--- src/rtl/uart_rx_deserializer_if.sv ---
// Parallel output bundle of the UART receive stage.
// parity_err exists only when UART_RX_PARITY_EN is defined.
interface uart_rx_deserializer_if;
    logic [7:0] rx_data;
    logic       rx_valid;
    logic       frame_err;
    logic       busy;
`ifdef UART_RX_PARITY_EN
    logic       parity_err;

    modport master (
        output rx_data, rx_valid, frame_err, busy, parity_err
    );
    modport slave (
        input rx_data, rx_valid, frame_err, busy, parity_err
    );
`else
    modport master (
        output rx_data, rx_valid, frame_err, busy
    );
    modport slave (
        input rx_data, rx_valid, frame_err, busy
    );
`endif
endinterface

--- src/rtl/uart_rx_deserializer.sv ---
// UART receive stage: 8N1 deserializer with framing-error detection.
// Define UART_RX_PARITY_EN to add an even-parity bit and parity_err.
module uart_rx_deserializer #(
    parameter int CLKS_PER_BIT = 10416
) (
    input  logic                   clk_in,
    input  logic                   reset_n,
    input  logic                   rx,
    uart_rx_deserializer_if.master bus
);

    localparam int CW = $clog2(CLKS_PER_BIT);
    localparam logic [CW-1:0] FULL = CW'(CLKS_PER_BIT - 1);
    localparam logic [CW-1:0] HALF = CW'(CLKS_PER_BIT / 2 - 1);

    localparam logic [2:0] IDLE   = 3'd0;
    localparam logic [2:0] START  = 3'd1;
    localparam logic [2:0] DATA   = 3'd2;
    localparam logic [2:0] STOP   = 3'd4;
    localparam logic [2:0] BREAK  = 3'd5;
`ifdef UART_RX_PARITY_EN
    localparam logic [2:0] PARITY = 3'd3;
    localparam logic [2:0] AFTER_DATA = PARITY;
`else
    localparam logic [2:0] AFTER_DATA = STOP;
`endif

    logic [1:0]    sync;
    logic          rx_s;
    logic [2:0]    state;
    logic [CW-1:0] cnt;
    logic [2:0]    idx;
    logic [7:0]    shreg;
    logic [7:0]    data;
    logic          valid;
    logic          ferr;
    logic          fin;
    logic          stop_q;
`ifdef UART_RX_PARITY_EN
    logic          pbit;
    logic          perr;
`endif

    assign rx_s = sync[1];

    always_ff @(posedge clk_in) begin
        if (!reset_n) begin
            sync   <= 2'b11;
            state  <= IDLE;
            cnt    <= '0;
            idx    <= '0;
            shreg  <= '0;
            data   <= '0;
            valid  <= 1'b0;
            ferr   <= 1'b0;
            fin    <= 1'b0;
            stop_q <= 1'b0;
`ifdef UART_RX_PARITY_EN
            pbit   <= 1'b0;
            perr   <= 1'b0;
`endif
        end else begin
            sync  <= {sync[0], rx};
            valid <= 1'b0;
            ferr  <= 1'b0;
`ifdef UART_RX_PARITY_EN
            perr  <= 1'b0;
`endif
            case (state)
                IDLE: begin
                    cnt <= '0;
                    fin <= 1'b0;
                    if (!rx_s) state <= START;
                end
                START: begin
                    if (cnt == HALF) begin
                        cnt   <= '0;
                        idx   <= '0;
                        state <= rx_s ? IDLE : DATA;
                    end else begin
                        cnt <= cnt + CW'(1);
                    end
                end
                DATA: begin
                    if (cnt == FULL) begin
                        cnt        <= '0;
                        shreg[idx] <= rx_s;
                        idx        <= idx + 3'd1;
                        if (idx == 3'd7) state <= AFTER_DATA;
                    end else begin
                        cnt <= cnt + CW'(1);
                    end
                end
`ifdef UART_RX_PARITY_EN
                PARITY: begin
                    if (cnt == FULL) begin
                        cnt   <= '0;
                        pbit  <= rx_s;
                        state <= STOP;
                    end else begin
                        cnt <= cnt + CW'(1);
                    end
                end
`endif
                // Stop bit is captured first, strobes follow one edge later.
                STOP: begin
                    if (fin) begin
                        fin <= 1'b0;
                        cnt <= '0;
                        if (!stop_q) begin
                            ferr  <= 1'b1;
                            state <= BREAK;
`ifdef UART_RX_PARITY_EN
                        end else if (^{shreg, pbit}) begin
                            perr  <= 1'b1;
                            state <= IDLE;
`endif
                        end else begin
                            data  <= shreg;
                            valid <= 1'b1;
                            state <= IDLE;
                        end
                    end else if (cnt == FULL) begin
                        fin    <= 1'b1;
                        stop_q <= rx_s;
                    end else begin
                        cnt <= cnt + CW'(1);
                    end
                end
                BREAK: begin
                    if (rx_s) state <= IDLE;
                end
                default: state <= IDLE;
            endcase
        end
    end

    assign bus.rx_data   = data;
    assign bus.rx_valid  = valid;
    assign bus.frame_err = ferr;
    assign bus.busy      = (state != IDLE);
`ifdef UART_RX_PARITY_EN
    assign bus.parity_err = perr;
`endif

endmodule

--- src/flat_wrapper.sv ---
// flat-port wrapper written by rule: the top's interface ports become plain ports
module uart_rx_deserializer_flat 
#(
    parameter int CLKS_PER_BIT = 10416
)
  (clk_in, reset_n, rx, bus_rx_data, bus_rx_valid, bus_frame_err, bus_busy);
  uart_rx_deserializer_if bus_i ();
  input  logic clk_in;
  input  logic reset_n;
  input  logic rx;
  output wire logic [$bits(bus_i.rx_data)-1:0] bus_rx_data;
  output wire logic [$bits(bus_i.rx_valid)-1:0] bus_rx_valid;
  output wire logic [$bits(bus_i.frame_err)-1:0] bus_frame_err;
  output wire logic [$bits(bus_i.busy)-1:0] bus_busy;
  assign bus_rx_data = bus_i.rx_data;
  assign bus_rx_valid = bus_i.rx_valid;
  assign bus_frame_err = bus_i.frame_err;
  assign bus_busy = bus_i.busy;
  uart_rx_deserializer #(.CLKS_PER_BIT(CLKS_PER_BIT)) u_core (.clk_in(clk_in), .reset_n(reset_n), .rx(rx), .bus(bus_i));
endmodule
--- config.mk ---
export PLATFORM = sky130hd
export DESIGN_NAME = uart_rx_deserializer_flat
export DESIGN_NICKNAME = d
export VERILOG_FILES = /design/src/rtl/uart_rx_deserializer_if.sv /design/src/rtl/uart_rx_deserializer.sv /design/src/flat_wrapper.sv
export SDC_FILE = /design/constraint.sdc
export NUM_CORES = 1
export LEC_CHECK = 0
export ABC_AREA = 0
export BUFFER_PORTS_ARGS = -buffer_cell sky130_fd_sc_hd__buf_2
export CORE_MARGIN = 4
export CORE_UTILIZATION = 59
export DETAILED_ROUTE_END_ITERATION = 16
export GPL_TIMING_DRIVEN = 1
export PLACE_DENSITY_LB_ADDON = 0.1
export SYNTH_ARGS = -nofsm -noshare
export SYNTH_HDL_FRONTEND = slang
export SYNTH_SLANG_ARGS = --single-unit
--- constraint.sdc ---
create_clock -name clk_in -period 2.2 [get_ports clk_in]
set_input_delay 0 -clock clk_in [delete_from_list [all_inputs] [get_ports clk_in]]
set_output_delay 0 -clock clk_in [all_outputs]
set_load 0.02 [all_outputs]
---- Yosys cells after proc, flatten, opt, wreduce, memory -nomap -nowiden ----
Index checks and enable logic that the tools add are counted.
operators by class
  equal/unequal tests ..................... 14
  reductions and logical operators ........ 13
  bitwise operators ....................... 1
  add/sub/neg operators ................... 2
  magnitude comparators ................... 2
  multiplexer cells ....................... 25
operator list
  operator                 number
  $mux W14                 4
  $pmux W14 S4             1
  $mux W3                  9
  $pmux W3 S5              1
  $add A14 B1 Y14 const B  1
  $eq A14 B13 Y1 const B   1
  $eq A14 B14 Y1 const B   1
  $reduce_and A3 Y1        4
  $ne A2 B1 Y1 const B     5
  $eq A3 B3 Y1 const B     3
  $bwmux W8                1
  $pmux W3 S2              1
  $reduce_and A6 Y1        1
  $mux W1                  5
  $lt A3 B4 Y1 const B     1
  $reduce_and A2 Y1        2
  $reduce_bool A2 Y1       2
  $reduce_bool A4 Y1       1
  $add A3 B1 Y3 const B    1
  $demux W1 S3             1
  $eq A3 B1 Y1 const B     1
  $eq A3 B2 Y1 const B     1
  $ge A3 B1 Y1 const B     1
  $logic_not A3 Y1         1
  other kinds (7)          7
word-level totals
  flip-flop bits (word level) ............. 42
  output and inout port bits .............. 11

---- Logic depth before layout (Yosys ltp) ----
  depth in word-level cells ............... 5
  mapped depth ............................ 7

---- Least setup slack after synthesis ----
Ideal clock, no wire load.
  path type ............................... flip-flop to flip-flop
  from .................................... register u_core.cnt[0]
  to ...................................... register u_core.cnt[2]
  arrival ................................. 1.758 ns
  library setup time ...................... 0.130 ns
  stages on the path, launching flop included .. 8
  path buffers ............................ 1
  path slack .............................. 0.313 ns
  data required time ...................... 2.070 ns
  path through ............................ dfxtp_1 ha_1 and4bb_2 and4_1 buf_2 o22ai_2 o31ai_4 nor2_1
on the way
  word-level cells in the longest chain between the ends .. 4
RTL lines
  what                    line                                                                                 RTL
  from (decl)             uart_rx_deserializer.sv:31                                                           logic [CW-1:0] cnt;
  from (signal assigned)  uart_rx_deserializer.sv:81                                                           cnt <= cnt + CW'(1);
  from (signal assigned)  uart_rx_deserializer.sv:91                                                           cnt <= cnt + CW'(1);
  from (signal assigned)  uart_rx_deserializer.sv:127                                                          cnt <= cnt + CW'(1);
  $add A14 B1 Y14         uart_rx_deserializer.sv:81, uart_rx_deserializer.sv:91, uart_rx_deserializer.sv:127
  $mux W14                uart_rx_deserializer.sv:123                                                          end else if (cnt == FULL) begin
  $mux W14                uart_rx_deserializer.sv:107                                                          if (fin) begin
  $pmux W14 S4            uart_rx_deserializer.sv:69                                                           case (state)
Parallel ways exist; a longest one is shown, timed or not. The select of a mux whose other input is x is not followed.
A chain may end at the register's enable or synchronous reset.

---- Worst setup path after layout ----
  from .................................... register u_core.state[0]
  to ...................................... register u_core.cnt[1]
on the way
  word-level cells in the longest chain between the ends .. 3
RTL lines
  what                                                                        line                        RTL
  from (decl)                                                                 uart_rx_deserializer.sv:30  logic [2:0] state;
  from (signal assigned)                                                      uart_rx_deserializer.sv:79  state <= rx_s ? IDLE : DATA;
  $eq A3 B3 Y1 (tied with other cells)                                        uart_rx_deserializer.sv:69
  $ne A3 B2 Y1 (no source line) / $reduce_bool A4 Y1 (equally long branches)  --
  $reduce_and A2 Y1 (no source line)                                          --
Parallel ways exist; a longest one is shown, timed or not.

==> PnR_summary.wiki <==
{| class="wikitable"
! Metric !! Value
|-
| Post-route DRC || 0
|-
| Die Ht || between 60 and 70 um
|-
| Vias in the first global route || between 1500 and 2000
|-
| TritonCTS Sinks || 42
|-
| Clock tree buffer depth || 2
|-
| Post-CTS setup buffer count || 0
|-
| Unrepaired setup endpoints after global routing || false
|-
| Antenna cells || 0
|-
| Critical setup path kind || reg -> reg
|-
| Number of pins with negative max-slew slack in the final report || 0
|-
| Total net switching power || 339 uW
|-
| Pin slew with the least headroom to its limit || 0.534 ns
|-
| Leading register cell type out of synthesis || dfxtp_1
|-
| CTS tree || built
|-
| Initial DRC count || between 100 and 150
|-
| Net Count, Synth || 242
|-
| Final clock skew || about 0.011 ns
|-
| Insertion delay to the later sink of the worst-skew pair || approximately 0.36 ns
|-
| Number of instances in the synthesized netlist || about 240
|-
| Fraction of power consumed by the clock network || 0.301
|-
| Maximum number of pins on one net before global-route repair || 26
|-
| # IOs || 14
|-
| Number of enable-type register cells in the synthesized netlist || 0
|-
| Non-Filler Cell Area, Final || ~0.0023 mm^2
|-
| Per-instance average area after synthesis || slightly below 9 um^2
|-
| Wire length after detailed routing || between 4 and 5 mm
|-
| R2R Path Start || u_core.state[0]$_SDFFE_PN0P_
|-
| HPWL reported at the end of detailed placement || 3.06 mm
|-
| Detail Route Antenna Nets || 0
|-
| Total chip power || about 1300 uW
|-
| Startpoint kind of the worst setup timing path || flop
|-
| Fin nets || 264
|-
| Average routed wire per standard cell || roughly 14 um
|-
| Cell area after placement || roughly 0.0022 mm^2
|-
| Upper clock frequency limit || roughly 500 MHz
|-
| HP Class || reg -> reg
|-
| Data arrival time of the worst path || between 2 and 2.5 ns
|-
| Beginning of the critical path || u_core.state[0]$_SDFFE_PN0P_
|-
| Slew margin rel. || 0.642
|-
| First-pass GRT wire length || roughly 7.3 mm
|-
| Fraction of the yosys area taken by sequential cells || 0.403
|-
| Internal portion of total power || approximately 940 uW
|-
| Maximum capacitance violations || 0
|-
| Final setup TNS || 0 ns
|-
| Detailed-route vias per instance || just under 6
|-
| Leakage || between 0.0009 and 0.001 uW
|-
| H-tree depth || 2
|-
| Switching share of total power || 0.266
|-
| Cell depth of the worst hold path || 1
|-
| Run status || completed
|-
| R2R setup slack || 0.21 ns
|-
| First-pass DRT Iterations || 4
|-
| Period utilization || 0.906
|-
| Initial Utilization || 0.616
|-
| Final core area utilization || 0.686
|-
| Synth warnings || 0
|-
| Power share of the sequential group || 0.608
|-
| Share of synthesized registers carrying an async set or reset || 0
|-
| Initial antenna violation count || 0
|-
| Total power density per cell area || about 550 mW/mm^2
|-
| Width of the die || between 60 and 70 um
|-
| Floorplan core area || around 0.0034 mm^2
|-
| Post-Synthesis Cell Area || 0.00209 mm^2
|-
| Number of buffer cells added on primary ports || 13
|-
| Via total after detailed routing || ~1800
|-
| Hold slack final || around 0.42 ns
|-
| Min Tclk post-route || 1.99 ns
|-
| Netlist cell types || 48
|-
| Area growth from synthesis to layout || 11.4%
|-
| Nature of the critical path endpoint || flop
|-
| Ratio of cells with drive above 1 in the final layout || 0.159
|-
| Hold path startpoint || u_core.sync[0]$_SDFF_PN1_
|-
| Final count of hold timing violations || 0
|-
| Number of placement rows || 21
|-
| Die area || between 0.004 and 0.005 mm^2
|-
| Overall overflow remaining after global route || 0
|-
| Total of endpoints with negative setup slack in the final report || 0
|-
| GRT Total Usage || 0.213
|-
| Max FO, Critical Path || 9
|-
| Global placer's final weighted congestion || about 0.8
|-
| Worst Reg-to-Reg Cells || 5
|-
| Synthesized flop and latch total || 42
|-
| Clock Tree Root || clkbuf_4
|-
| CTS clk-pin slew, worst paths || between 0.1 and 0.15 ns
|-
| Share of total power in combinational logic || 0.091
|-
| Total CTS buffers || 5
|-
| Max VDD drop || about 0.00053 V
|-
| Data required time at the worst endpoint || between 2 and 2.5 ns
|}
-- worst paths after layout --
path	end
setup / recovery	u_core.cnt[1]$_SDFFE_PN0P_
hold / removal	u_core.sync[1]$_SDFF_PN1_
setup reg to reg	u_core.cnt[1]$_SDFFE_PN0P_
hold reg to reg	u_core.sync[1]$_SDFF_PN1_
-- Yosys cell counts (5+ instances only) --
cell type / instances / area share
a21oi_1: 14 / 0.034
and4_1: 5 / 0.021
clkbuf_1: 8 / 0.014
dfxtp_1: 42 / 0.40
mux2i_1: 17 / 0.081
nand2_1: 14 / 0.025
nand3_1: 7 / 0.017
nand4_1: 9 / 0.027
nor2_1: 31 / 0.056
o211ai_1: 5 / 0.018
o21ai_0: 5 / 0.012
o31ai_1: 6 / 0.022
xor2_1: 5 / 0.021
-- cell type report --
type / count / area [um^2]
repair buffers: 26 / 170
clock buffers: 5 / 37.5
inverters: 5 / 18.8
well taps: 46 / 57.6
fillers: 281 / 1060
multi-input cells: 177 / 1180
flip-flops and latches: 42 / 842
clock inverters: 3 / 21.3
-- cells in the final DEF (no fill, tap or decap), drive strengths merged, types with 4 or more instances in the layout --
cell type and count:
dfxtp 42, nor2 31, buf 23, mux2i 17, nand2 14, a21oi 14, nand4 10, o21ai 10
nand3 7, o31ai 7, and4 5, xor2 5, o211ai 5, clkbuf 5, or3 4, nor3 4
inv 4, ha 4
-- cell families after synthesis --
logic type | after synthesis | share of synthesized area
and+or+nand+nor | 100 | 0.263
adders and majority gates | 4 | 0.0240
muxes | 17 | 0.0815
DFF | 42 | 0.403
xor gates and xnor gates | 7 | 0.0294
buffers and inverters | 16 | 0.0329
AOI/OAI and AO/OA | 49 | 0.167
-- registers in the layout (all words and copies together), names as in the netlist, 2 cells and up --
register	count
u_core.shreg	8
u_core.state	3
u_core.cnt	14
u_core.idx	3
u_core.bus.rx_data	8
u_core.sync	2
-- worst max-delay path, stage by stage, from the launching register on --
cell and delay, ns:
dfxtp_1 0.41, buf_4 0.19, or3_1 0.50, o22ai_2 0.43, o21ai_0 0.21, o21ai_0 0.18
-- repair_timing --
action,CTS,global route
endpoints found under the setup margin,0,3
gates resized for setup,0,1
hold buffers,3,0
endpoints found under the hold margin,6,0
-- layer usage --
metal | global-route usage | part of all wire | vias up
li1 | - | - | 914
met1 | 0.304 | 0.50 | 807
met2 | 0.317 | 0.44 | 42
met3 | 0.0349 | 0.052 | 5
met4 | 0.0835 | 0.015 | 0
met5 | 0 | 0 | -
-- power groups by stage --
stage / registers, uW / logic (uW) / clock network, uW
finish: 776 / 116 / 384
global route: 777 / 128 / 427
CTS: 776 / 117 / 397
detailed placement: 792 / 113 / 0
global placement: 792 / 112 / 0
floorplan: 788 / 85.7 / 0
-- stage by stage --
step | setup slack, ns | std cells
after floorplan | 0.313 | 235
after global placement | 0.153 | 293
after detailed placement | 0.123 | 293
after CTS | 0.0957 | 304
after global routing | 0.0376 | 304
final | 0.206 | 304
No activity file was read; power rests on OpenSTA's default activity.
